===== src/rtl/sprite_palette_arbiter.sv =====
// Round-robin arbiter sharing one sprite ROM and palette among NUM_REQ requesters; fixed latency 3.
// Define ARB_FIXED_PRIO_EN to replace round-robin with fixed lowest-index-wins priority.
module sprite_palette_arbiter #(
    parameter int NUM_REQ    = 4,
    parameter int ADDR_W     = 10,
    parameter int IDX_W      = 4,
    parameter int TRANSP_IDX = 2
) (
    input  logic                      clk_i,
    input  logic                      rst_ni,
    input  logic                      flush_i,
    input  logic [NUM_REQ-1:0]        req_valid_i,
    input  logic [NUM_REQ*ADDR_W-1:0] req_addr_i,
    output logic [NUM_REQ-1:0]        req_ready_o,
    output logic [ADDR_W-1:0]         rom_addr_o,
    output logic                      rom_rd_o,
    input  logic [IDX_W-1:0]          rom_index_i,
    output logic [IDX_W-1:0]          pal_index_o,
    input  logic [11:0]               pal_rgb_i,
    output logic                      rsp_valid_o,
    output logic [2:0]                rsp_id_o,
    output logic [11:0]               rsp_rgb_o,
    output logic                      rsp_transparent_o
);

    localparam int PTR_W = (NUM_REQ > 1) ? $clog2(NUM_REQ) : 1;
    localparam logic [IDX_W-1:0] TRANSP_KEY = IDX_W'(TRANSP_IDX);
    localparam logic [PTR_W:0]   NUM_REQ_W  = (PTR_W+1)'(NUM_REQ);
    localparam logic [PTR_W-1:0] LAST_ID    = PTR_W'(NUM_REQ - 1);

    logic [ADDR_W-1:0] req_addr_arr [NUM_REQ];

    generate
        for (genvar gi = 0; gi < NUM_REQ; gi++) begin : g_unpack
            assign req_addr_arr[gi] = req_addr_i[gi*ADDR_W +: ADDR_W];
        end
    endgenerate

    logic [PTR_W-1:0] rr_ptr;
    logic [NUM_REQ-1:0] grant_vec;
    logic [PTR_W-1:0]   grant_id;
    logic               grant_any;
    logic [PTR_W:0]     cand;
    logic [PTR_W-1:0]   cand_ptr;

    // Walk the requesters starting at the pointer; the first asserted one wins.
    always_comb begin
        grant_vec = '0;
        grant_id  = '0;
        grant_any = 1'b0;
        cand      = '0;
        cand_ptr  = '0;
        for (int k = 0; k < NUM_REQ; k++) begin
            cand = {1'b0, rr_ptr} + (PTR_W+1)'(k);
            if (cand >= NUM_REQ_W) begin
                cand = cand - NUM_REQ_W;
            end
            cand_ptr = cand[PTR_W-1:0];
            if (!grant_any && req_valid_i[cand_ptr]) begin
                grant_vec[cand_ptr] = 1'b1;
                grant_id            = cand_ptr;
                grant_any           = 1'b1;
            end
        end
        if (flush_i) begin
            grant_vec = '0;
            grant_any = 1'b0;
        end
    end

    assign req_ready_o = grant_vec;

`ifdef ARB_FIXED_PRIO_EN
    assign rr_ptr = '0;
`else
    logic [PTR_W-1:0] rr_ptr_q, rr_ptr_d;

    always_comb begin
        rr_ptr_d = rr_ptr_q;
        if (grant_any) begin
            rr_ptr_d = (grant_id == LAST_ID) ? '0 : grant_id + 1'b1;
        end
    end

    always_ff @(posedge clk_i or negedge rst_ni) begin
        if (!rst_ni) begin
            rr_ptr_q <= '0;
        end else begin
            rr_ptr_q <= rr_ptr_d;
        end
    end

    assign rr_ptr = rr_ptr_q;
`endif

    // Stage 1 drives the ROM, stage 2 sees its data, the response register is stage 3.
    logic              rom_rd_q, rom_rd_d;
    logic [ADDR_W-1:0] rom_addr_q, rom_addr_d;
    logic [PTR_W-1:0]  s1_id_q, s1_id_d;
    logic              s2_valid_q, s2_valid_d;
    logic [PTR_W-1:0]  s2_id_q, s2_id_d;
    logic              rsp_valid_q, rsp_valid_d;
    logic [2:0]        rsp_id_q, rsp_id_d;
    logic [11:0]       rsp_rgb_q, rsp_rgb_d;
    logic              rsp_transp_q, rsp_transp_d;

    always_comb begin
        rom_rd_d     = grant_any;
        rom_addr_d   = rom_addr_q;
        s1_id_d      = s1_id_q;
        s2_valid_d   = rom_rd_q & ~flush_i;
        s2_id_d      = s2_id_q;
        rsp_valid_d  = s2_valid_q & ~flush_i;
        rsp_id_d     = rsp_id_q;
        rsp_rgb_d    = rsp_rgb_q;
        rsp_transp_d = rsp_transp_q;
        if (grant_any) begin
            rom_addr_d = req_addr_arr[grant_id];
            s1_id_d    = grant_id;
        end
        if (rom_rd_q) begin
            s2_id_d = s1_id_q;
        end
        if (s2_valid_q && !flush_i) begin
            rsp_id_d     = 3'(s2_id_q);
            rsp_rgb_d    = pal_rgb_i;
            rsp_transp_d = (rom_index_i == TRANSP_KEY);
        end
    end

    always_ff @(posedge clk_i or negedge rst_ni) begin
        if (!rst_ni) begin
            rom_rd_q     <= 1'b0;
            rom_addr_q   <= '0;
            s1_id_q      <= '0;
            s2_valid_q   <= 1'b0;
            s2_id_q      <= '0;
            rsp_valid_q  <= 1'b0;
            rsp_id_q     <= '0;
            rsp_rgb_q    <= '0;
            rsp_transp_q <= 1'b0;
        end else begin
            rom_rd_q     <= rom_rd_d;
            rom_addr_q   <= rom_addr_d;
            s1_id_q      <= s1_id_d;
            s2_valid_q   <= s2_valid_d;
            s2_id_q      <= s2_id_d;
            rsp_valid_q  <= rsp_valid_d;
            rsp_id_q     <= rsp_id_d;
            rsp_rgb_q    <= rsp_rgb_d;
            rsp_transp_q <= rsp_transp_d;
        end
    end

    assign rom_rd_o          = rom_rd_q;
    assign rom_addr_o        = rom_addr_q;
    assign pal_index_o       = rom_index_i;
    assign rsp_valid_o       = rsp_valid_q;
    assign rsp_id_o          = rsp_id_q;
    assign rsp_rgb_o         = rsp_rgb_q;
    assign rsp_transparent_o = rsp_transp_q;

    grant_onehot_a: assert property (@(posedge clk_i) disable iff (!rst_ni) $onehot0(req_ready_o));

endmodule


===== config.mk =====
export PLATFORM = sky130hd
export DESIGN_NAME = sprite_palette_arbiter
export DESIGN_NICKNAME = d
export VERILOG_FILES = /design/src/rtl/sprite_palette_arbiter.sv
export SDC_FILE = /design/constraint.sdc
export NUM_CORES = 1
export LEC_CHECK = 0
export ABC_CLOCK_PERIOD_IN_PS = 6450
export CORE_UTILIZATION = 49
export DETAILED_ROUTE_END_ITERATION = 12
export PLACE_DENSITY = 0.88
export SYNTH_ARGS = -nofsm -noshare
export SYNTH_HDL_FRONTEND = slang
export SYNTH_SLANG_ARGS = --single-unit

===== constraint.sdc =====
create_clock -name clk_i -period 6.45 [get_ports clk_i]
set_clock_uncertainty 0.1 [all_clocks]
set_input_delay 1.29 -clock clk_i [delete_from_list [all_inputs] [get_ports clk_i]]
set_output_delay 1.29 -clock clk_i [all_outputs]
set_load 0.01 [all_outputs]

* Word-level counts from Yosys, hierarchy flattened
Cells that the tools add are included.
** Operators by class
- Divide/modulo/power cells :: 0
- Equal/unequal tests :: 2
- Bitwise logic cells :: 7
- Order comparisons :: 13
- Shift-type cells :: 0
- Reductions and logical operators :: 12
- $add $sub $neg :: 8
- Multiplexer cells :: 38
- Multipliers :: 0
** Operators with widths (count)
- 10-bit binary-select mux with 2-bit select :: 1
- 10-bit 2-to-1 mux :: 2
- 4-bit 2-to-1 mux :: 5
- 2-bit 2-to-1 mux :: 9
- 1-bit 2-to-1 mux :: 13
- 3-bit >= comparator, second input constant :: 4
- 2-bit by 3-bit < comparator with 1-bit output, second input constant :: 4
- 4-bit bitwise OR :: 3
- 1-bit binary-select mux with 2-bit select :: 4
- 1-bit demux with 2-bit select :: 4
- 2-bit by 1-bit >= comparator with 1-bit output, second input constant :: 4
- 1-bit logical AND :: 8
- 2-bit by 1-bit subtractor with 2-bit output, second input constant :: 4
- 2-bit by 2-bit adder with 3-bit output, second input constant :: 2
- 4-bit by 2-bit == test with 1-bit output, second input constant :: 1
- 1-bit logical NOT :: 4
- 2-bit by 1-bit adder with 3-bit output, second input constant :: 1
- 2-bit by 3-bit >= comparator with 1-bit output, second input constant :: 1
- 2-bit inverter with 3-bit output :: 1
- 2-bit by 1-bit adder with 2-bit output, second input constant :: 1
- 1-bit AND :: 2
- 2-bit == test, second input constant :: 1
- 1-bit inverter :: 1
** Word-level totals
- Memories kept :: 0
- Bits in read-only memories :: 0
- Logic and storage cells :: 90
- Bits in latches :: 0
- Input port bits :: 63
- Register bits after elaboration :: 34
- Output and inout bits :: 36
- Memory bits (writable) :: 0

* Longest topological paths before layout
- Depth after elaboration :: 18
- Gate-level depth with buffers :: 14
- Mapped depth without buffers :: 10

* Worst setup path after synthesis
No wires, ideal clock.
- Path kind :: register to output
- Start point :: reg rr_ptr_q[0], in the netlist rr_ptr[0]
- End point :: out req_ready_o[0]
- Data required time :: 5060 ps
- Stages on the path, launching flop included :: 14
- Arrival time :: 2847 ps
- Buffers on the path :: 6
- Slack :: 2213 ps
- Cell sequence :: dfrtp_1 buf_4 buf_4 inv_1 clkbuf_1 ha_1 buf_2 mux4_2 nor2b_4 buf_6 buf_6 a221o_1 o21ai_0 a21oi_1
** Between the ends
- Longest elaborated chain between the ends :: 15
- Elaborated cells between the ends (all ways) :: 60
- Those cells by class :: add/sub: 7; order compare: 12; mux: 28; bitwise: 3; reduce/logical: 10
** Ends and longest elaborated chain
- from (decl) :: line 76 : logic [PTR_W-1:0] rr_ptr_q, rr_ptr_d;
- from (signal assigned) :: line 89 : rr_ptr_q <= rr_ptr_d;
- parallel branches: the longest is 13 deep, another holds 2-bit by 1-bit adder with 3-bit output
- 4-bit 2-to-1 mux * :: line 59 : if (!grant_any && req_valid_i[cand_ptr]) begin
- 4-bit 2-to-1 mux * :: line 65 : if (flush_i) begin
- to (decl) :: line 14 : output logic [NUM_REQ-1:0] req_ready_o,
Every way passes the cells marked *. The select of a mux whose other input is x is not followed.

* Worst setup path after layout
- Start point :: in req_valid_i[3]
- End point :: out req_ready_o[1]
** Between the ends
- Longest elaborated chain between the ends :: 13
- Elaborated cells between the ends (all ways) :: 25
- Those cells by class :: mux: 16; bitwise: 3; reduce/logical: 6
** Ends and longest elaborated chain
- from (decl) :: line 12 : input logic [NUM_REQ-1:0] req_valid_i,
- 1-bit binary-select mux with 2-bit select :: line 59
- 1-bit 2-to-1 mux (implied by the code) :: line 59
- 1-bit 2-to-1 mux :: line 59
- 1-bit logical NOT :: line 59
- 1-bit logical AND :: line 59
- 1-bit 2-to-1 mux :: line 59
- 1-bit logical NOT :: line 59
- 1-bit logical AND :: line 59
- 1-bit 2-to-1 mux :: line 59
- 1-bit logical NOT :: line 59
- 1-bit logical AND :: line 59
- 4-bit 2-to-1 mux * :: line 59
- 4-bit 2-to-1 mux * :: line 65
Mark *: on every way between the ends. The rest lies on a longest branch, timed or not. The select of a mux whose other input is x is not followed.

==> results_dict.tcl <==
set metrics [dict create \
    met3WireLength_um 607 \
    cts_tree "done" \
    ctsHtreeMaxLevel 2 \
    comb_power_share 0.686 \
    synth_compound_area_frac 0.220 \
    grt_start_max_net_pins 52 \
    wl_met2_um 3700 \
    numCtsBuffers 5 \
    worst-path-max-fanout 17 \
    regArea_um2 851 \
    intPower_mw 0.827 \
    routedWlPerCell_um 16.7 \
    pin_count 99 \
    root_buffer "clkbuf_8" \
    clock_sinks 34 \
    layout_commonest_cell "clkdlybuf4s50_1" \
    antennaDiodeCount 0 \
    viasPerCell 6.18 \
    cts_hold_buf 0 \
    drc_errors 0 \
    reg2regPathDepth 9 \
    antenna_found_initial 0 \
    p_sw_mw 0.741 \
    synth_seq_cells 34 \
    worstPathArrival_ns 4.01 \
    r2r-end "rom_addr_o[1]" \
    seq_power_share 0.213 \
    syn_area_per_cell_um2 9.14 \
    ir_worst_vdd_v 0.000274 \
    cap_viol_max_count 0 \
    ant_nets 0 \
    netlist_instances 303 \
    drt_iter0_drc 179 \
    worstReg2RegStart "rr_ptr[0]" \
    holdCritStartpoint "s1_id_q[0]" \
    drive_above_1_share 0.135 \
    hold_end "s1_id_q[0]" \
    clock_power_share 0.102 \
    path_class "primary input to primary output" \
    finalCritPeriodShare 0.837 \
    grt-ovfl-total 0 \
    startpoint_type "primary input" \
    clk_latency_ns 0.29 \
    hold_depth 2 \
    cpMaxStageDelayCell "mux4_2" \
    grt_use_total 0.261 \
    rows 27 \
    worst_setup_path_end_kind "primary output" \
    firstDrtPassIters 5 \
    regToRegSetupSlack_ns 2.63 \
    synth_top_family_by_area "simple AND/OR/NAND/NOR gates" \
    post-cts-setup-buffers 0 \
    die_w_um 77.2 \
    setup_viol 0 \
    grt_pass1_vias 2631 \
    dp_cells 443 \
    finalCriticalPeriod_ns 5.40 \
    final_cells 451 \
    clk_path_buf_depth 2 \
    synthAdderAreaFrac 0.0407 \
    status "complete, no violations" \
    max_freq_mhz 185 \
    initial_core_util 0.506 \
    tightest_slew_ns 0.780 \
    via_count 2786 \
    portBuffers 97 \
    yosys_warnings 0 \
    power.density_nw_per_um2 417 \
    gp_congestion 0.833 \
    path_cells "clkdlybuf4s50_1, mux4_2, nor2b_4, a221o_1, o21ai_0, a21oi_1, clkdlybuf4s50_1" \
    area_delta_synth_final_pct 35.6 \
    final.setup.tns_ns 0 \
    ys_types 55 \
    synth_xor_xnor_area_share 0 \
    grt_pass1_wl_um 12400 \
    synthMuxAreaShare 0.121 \
    post_cts_resized 0 \
    nFillCells 433 \
    synth_edf_count 0 \
    die_y_um 77.2 \
    nets 450 \
    synth_flop_cell "dfrtp_1" \
    dp_hpwl_um 5400 \
    drv_slew 0 \
    synthArstFlopShare 1.00 \
    netSwitchingFraction 0.473 \
    synth_area_um2 2770 \
    layout_common_cells "clkdlybuf4s50_1 (97), dfrtp_1 (34), nand3_1 (30), nand2_1 (26), mux2_2 (19)" \
    fp.coreArea_um2 5470 \
    worst_path_largest_cell_delay_ns 0.66 \
    crit_required_ns 5.06 \
    highest-signal-layer "met4" \
    die_area_um2 5960 \
    hold_class "flip-flop to flip-flop" \
    p_leak_nw 1.48 \
    ys_seq_area_frac 0.307 \
    clk_pin_slew_worst_paths_ns 0.07 \
    relSlewSlack 0.466 \
    hold_viol 0 \
    synth.net_count 375 \
    drt_wl_total_um 7520 \
    synth-simple-area-share 0.232 \
    multi_input_area_um2 1710 \
    crit_top_cell "clkdlybuf4s50_1" \
    rsz0062_at_grt "false" \
    drt-met1-wl_um 3080 \
]
-- power groups by stage --
stage / sequential [mW] / combinational (mW) / clock [mW]
6_report: 0.334 / 1.08 / 0.159
5_1_grt: 0.345 / 1.17 / 0.169
4_1_cts: 0.334 / 1.06 / 0.162
3_5_place_dp: 0.338 / 1.06 / 0
3_3_place_gp: 0.333 / 1.03 / 0
2_1_floorplan: 0.354 / 0.749 / 0
-- sequential cells by signal (all words and copies together) (netlist names) --
register	cells
s1_id_q	2
rsp_id_o	2
rom_addr_o	10
s2_id_q	2
s2_valid_q	1
rsp_rgb_o	12
rsp_transparent_o	1
rsp_valid_o	1
rr_ptr	2
rom_rd_o	1
-- how the worst max path moves through the flow --
stage | from | to | cells past startpoint
2_1_floorplan | rr_ptr[0] | req_ready_o[0] | 13
3_3_place_gp | req_valid_i[3] | req_ready_o[1] | 7
3_5_place_dp | req_valid_i[3] | req_ready_o[1] | 7
4_1_cts | req_valid_i[3] | req_ready_o[1] | 7
5_1_grt | req_valid_i[3] | req_ready_o[1] | 7
6_report | req_valid_i[3] | req_ready_o[1] | 7
-- critical path, delay by kind of cell --
family,cells,cell delay [ns]
multiplexers,1,0.66
AND/OR/NAND/NOR,1,0.42
AO/OA/AOI/OAI,3,0.47
buffers and inverters,2,1.16
-- per-layer routing --
metal | vias up | track usage
met3 | 15 | 0.0512
li1 | 1293 | -
met2 | 171 | 0.434
met4 | 0 | 0.0943
met1 | 1307 | 0.334
met5 | - | 0
-- through the flow --
| stage | utilization | power [mW] | setup WS [ns] | area [um2] | hold WS (ns) |
|---|---|---|---|---|---|
| final | 0.687 | 1.57 | 1.05 | 3760 | 0.375 |
| after floorplan | - | 1.10 | 2.21 | 2770 | 0.340 |
| after global placement | 0.670 | 1.36 | 1.18 | 3670 | 0.357 |
| after CTS | 0.687 | 1.56 | 1.09 | 3760 | 0.374 |
| after detailed placement | 0.670 | 1.39 | 1.09 | 3670 | 0.359 |
| after global routing | 0.687 | 1.68 | 0.898 | 3760 | 0.411 |
-- synth_stat cells, types with 2 or more instances --
cell / count / share of area
a21oi_1: 13 / 0.023
o41ai_2: 6 / 0.035
nand3_1: 30 / 0.054
nand2_1: 26 / 0.035
and3_1: 8 / 0.018
or3_1: 5 / 0.011
buf_4: 8 / 0.022
and4_1: 5 / 0.016
nor3_1: 9 / 0.016
o31ai_1: 2 / 0.0054
buf_2: 9 / 0.016
dfrtp_1: 34 / 0.31
ha_1: 9 / 0.041
inv_1: 4 / 0.0054
nand4_1: 10 / 0.023
mux2i_1: 4 / 0.014
o21ai_1: 6 / 0.011
clkbuf_1: 9 / 0.012
o311ai_1: 2 / 0.0063
a221o_1: 4 / 0.014
nor2b_1: 3 / 0.0068
o21ai_2: 2 / 0.0063
nor2_1: 10 / 0.014
mux2_2: 19 / 0.077
mux4_2: 3 / 0.024
nand2b_1: 2 / 0.0045
nor2_4: 2 / 0.0081
buf_6: 4 / 0.016
nor3b_1: 3 / 0.0081
o211ai_1: 2 / 0.0054
a2111oi_0: 7 / 0.022
o21ai_0: 14 / 0.025
a211oi_1: 3 / 0.0081
a31oi_1: 3 / 0.0068
buf_1: 3 / 0.0041
-- kinds of logic (layout without fill, tap and decap cells) --
family / after synthesis / in the layout
muxes: 27 / 27
DFF: 34 / 34
other: 1 / 1
adders and majority gates: 9 / 9
and+or+nand+nor: 118 / 118
AOI/OAI and AO/OA: 76 / 76
buffers and inverters: 38 / 114
-- layout make-up --
cell class                      count  area share
Clock buffer                        7      0.0230
Clock inverter                      1     0.00133
Inverter                            5     0.00500
Multi-Input combinational cell    231       0.454
Sequential cell                    34       0.226
Tap cell                           72      0.0240
Timing Repair Buffer              101       0.266
Power figures use the tool's default switching activity.
==> variant: new RTL, same settings <==
Register the output `rsp_rgb_o` once more; this adds one clock of latency there. The other outputs are not delayed to match.
--- a/src/rtl/sprite_palette_arbiter.sv
+++ b/src/rtl/sprite_palette_arbiter.sv
@@ -157,7 +157,9 @@
     assign pal_index_o       = rom_index_i;
     assign rsp_valid_o       = rsp_valid_q;
     assign rsp_id_o          = rsp_id_q;
-    assign rsp_rgb_o         = rsp_rgb_q;
+    always_ff @(posedge clk_i) begin
+        rsp_rgb_o <= rsp_rgb_q;
+    end
     assign rsp_transparent_o = rsp_transp_q;
 
     grant_onehot_a: assert property (@(posedge clk_i) disable iff (!rst_ni) $onehot0(req_ready_o));
Check against the original RTL: not equivalent (Yosys sat finds a counterexample within 4 cycles, from zero or initial values and one cycle with rst_ni low).
==> variant against the original RTL <==
The flow now finishes with violations (design-rule violations); design area fell by 11%; power fell by 8.4%; global-route usage fell by 5.3 points; setup slack improved by 0.26 ns; sequential cell count rose by 12; die area fell by 16%; wire length fell by 35%; worst hold slack got worse by 0.10 ns; area after synthesis fell by 16%; critical endpoint unchanged; largest power group unchanged; highest routed layer unchanged.
==> variant: results (changes against the original RTL) <==
Final layout
  • Reg area: 1090 µm² (+28%)
  • Clock buf count: 5 (-2)
  • Non-CTS inverters: 4 (-1)
  • Multi-input gates: 120 (-48%)
  • Seq Cell Count: 46 (+35%)

Global routing
  • Routing usage on met1: 26.1% (-7.3 points)
  • Met3 GRT Util: 5.84% (+0.72 points)
  • Met2 usage: 35.6% (-7.8 points)
  • First-pass GRT wire length: 8170 µm (-34%)

Yosys
  • Distinct cells, synth: 38 (-31%)
  • Synth Net Count: 256 (-32%)
  • Cells after synthesis: 185 (-39%)

Route
  • Final WL: 4860 µm (-35%)
  • Via count: 1776 (-36%)
  • DRC: 8 (+8)
  • First-pass DRT Iterations: 8 (+3)
  • M1 wire length: 2060 µm (-33%)
  • DRT iter0 DRCs: 125 (-30%)

Outcome
  • Outcome: finished, violations left
  • Failing checks: design-rule violations

Power
  • Logic gate share of total power: 55.3% (-13 points)
  • Peak supply drop: 0.233 mV (-15%)
  • Seq pwr: 471 µW (+41%)

Worst setup path
  • Arr. time, crit path: 3.75 ns (-0.26 ns)
  • Critical Path Source: req_valid_i[0]
  • Worst R2R Setup Slack: 2.95 ns (+0.32 ns)
  • Slowest CP cell: mux4_1

Hold path
  • Cells on Worst Hold Path: 0 (-2)

Placed design
  • Detailed placement HPWL: 3720 µm (-31%)
variant: critical path, delay by kind of cell:
kind	cells	cell delay (ns)
mux	1	0.67
buf+inv	2	1.06
compound gates	1	0.09
simple gates	3	0.65
variant: logic make-up (layout without fill, tap and decap cells):
kind of cell	after synthesis	count (layout)	share of synthesized area, %
AO/OA/AOI/OAI	26	26	10.8
XOR/XNOR	1	1	0.379
adder cells (fa/ha/maj)	8	8	4.33
buffers and inverters	19	111	5.30
flip-flops	46	46	47.2
multiplexers	45	45	23.1
other	1	1	0.162
AND/OR/NAND/NOR	39	39	8.82
variant: through the flow:
stage | worst slack [ns] | area (µm²) | total power [mW] | utilization (%)
3_5_place_dp | 1.31 | 3250 | 1.27 | 73.2
2_1_floorplan | 2.40 | 2310 | 1.01 | -
6_report | 1.31 | 3340 | 1.44 | 75.2
3_3_place_gp | 1.39 | 3250 | 1.25 | 73.2
5_1_grt | 1.16 | 3340 | 1.54 | 75.2
4_1_cts | 1.30 | 3340 | 1.45 | 75.2
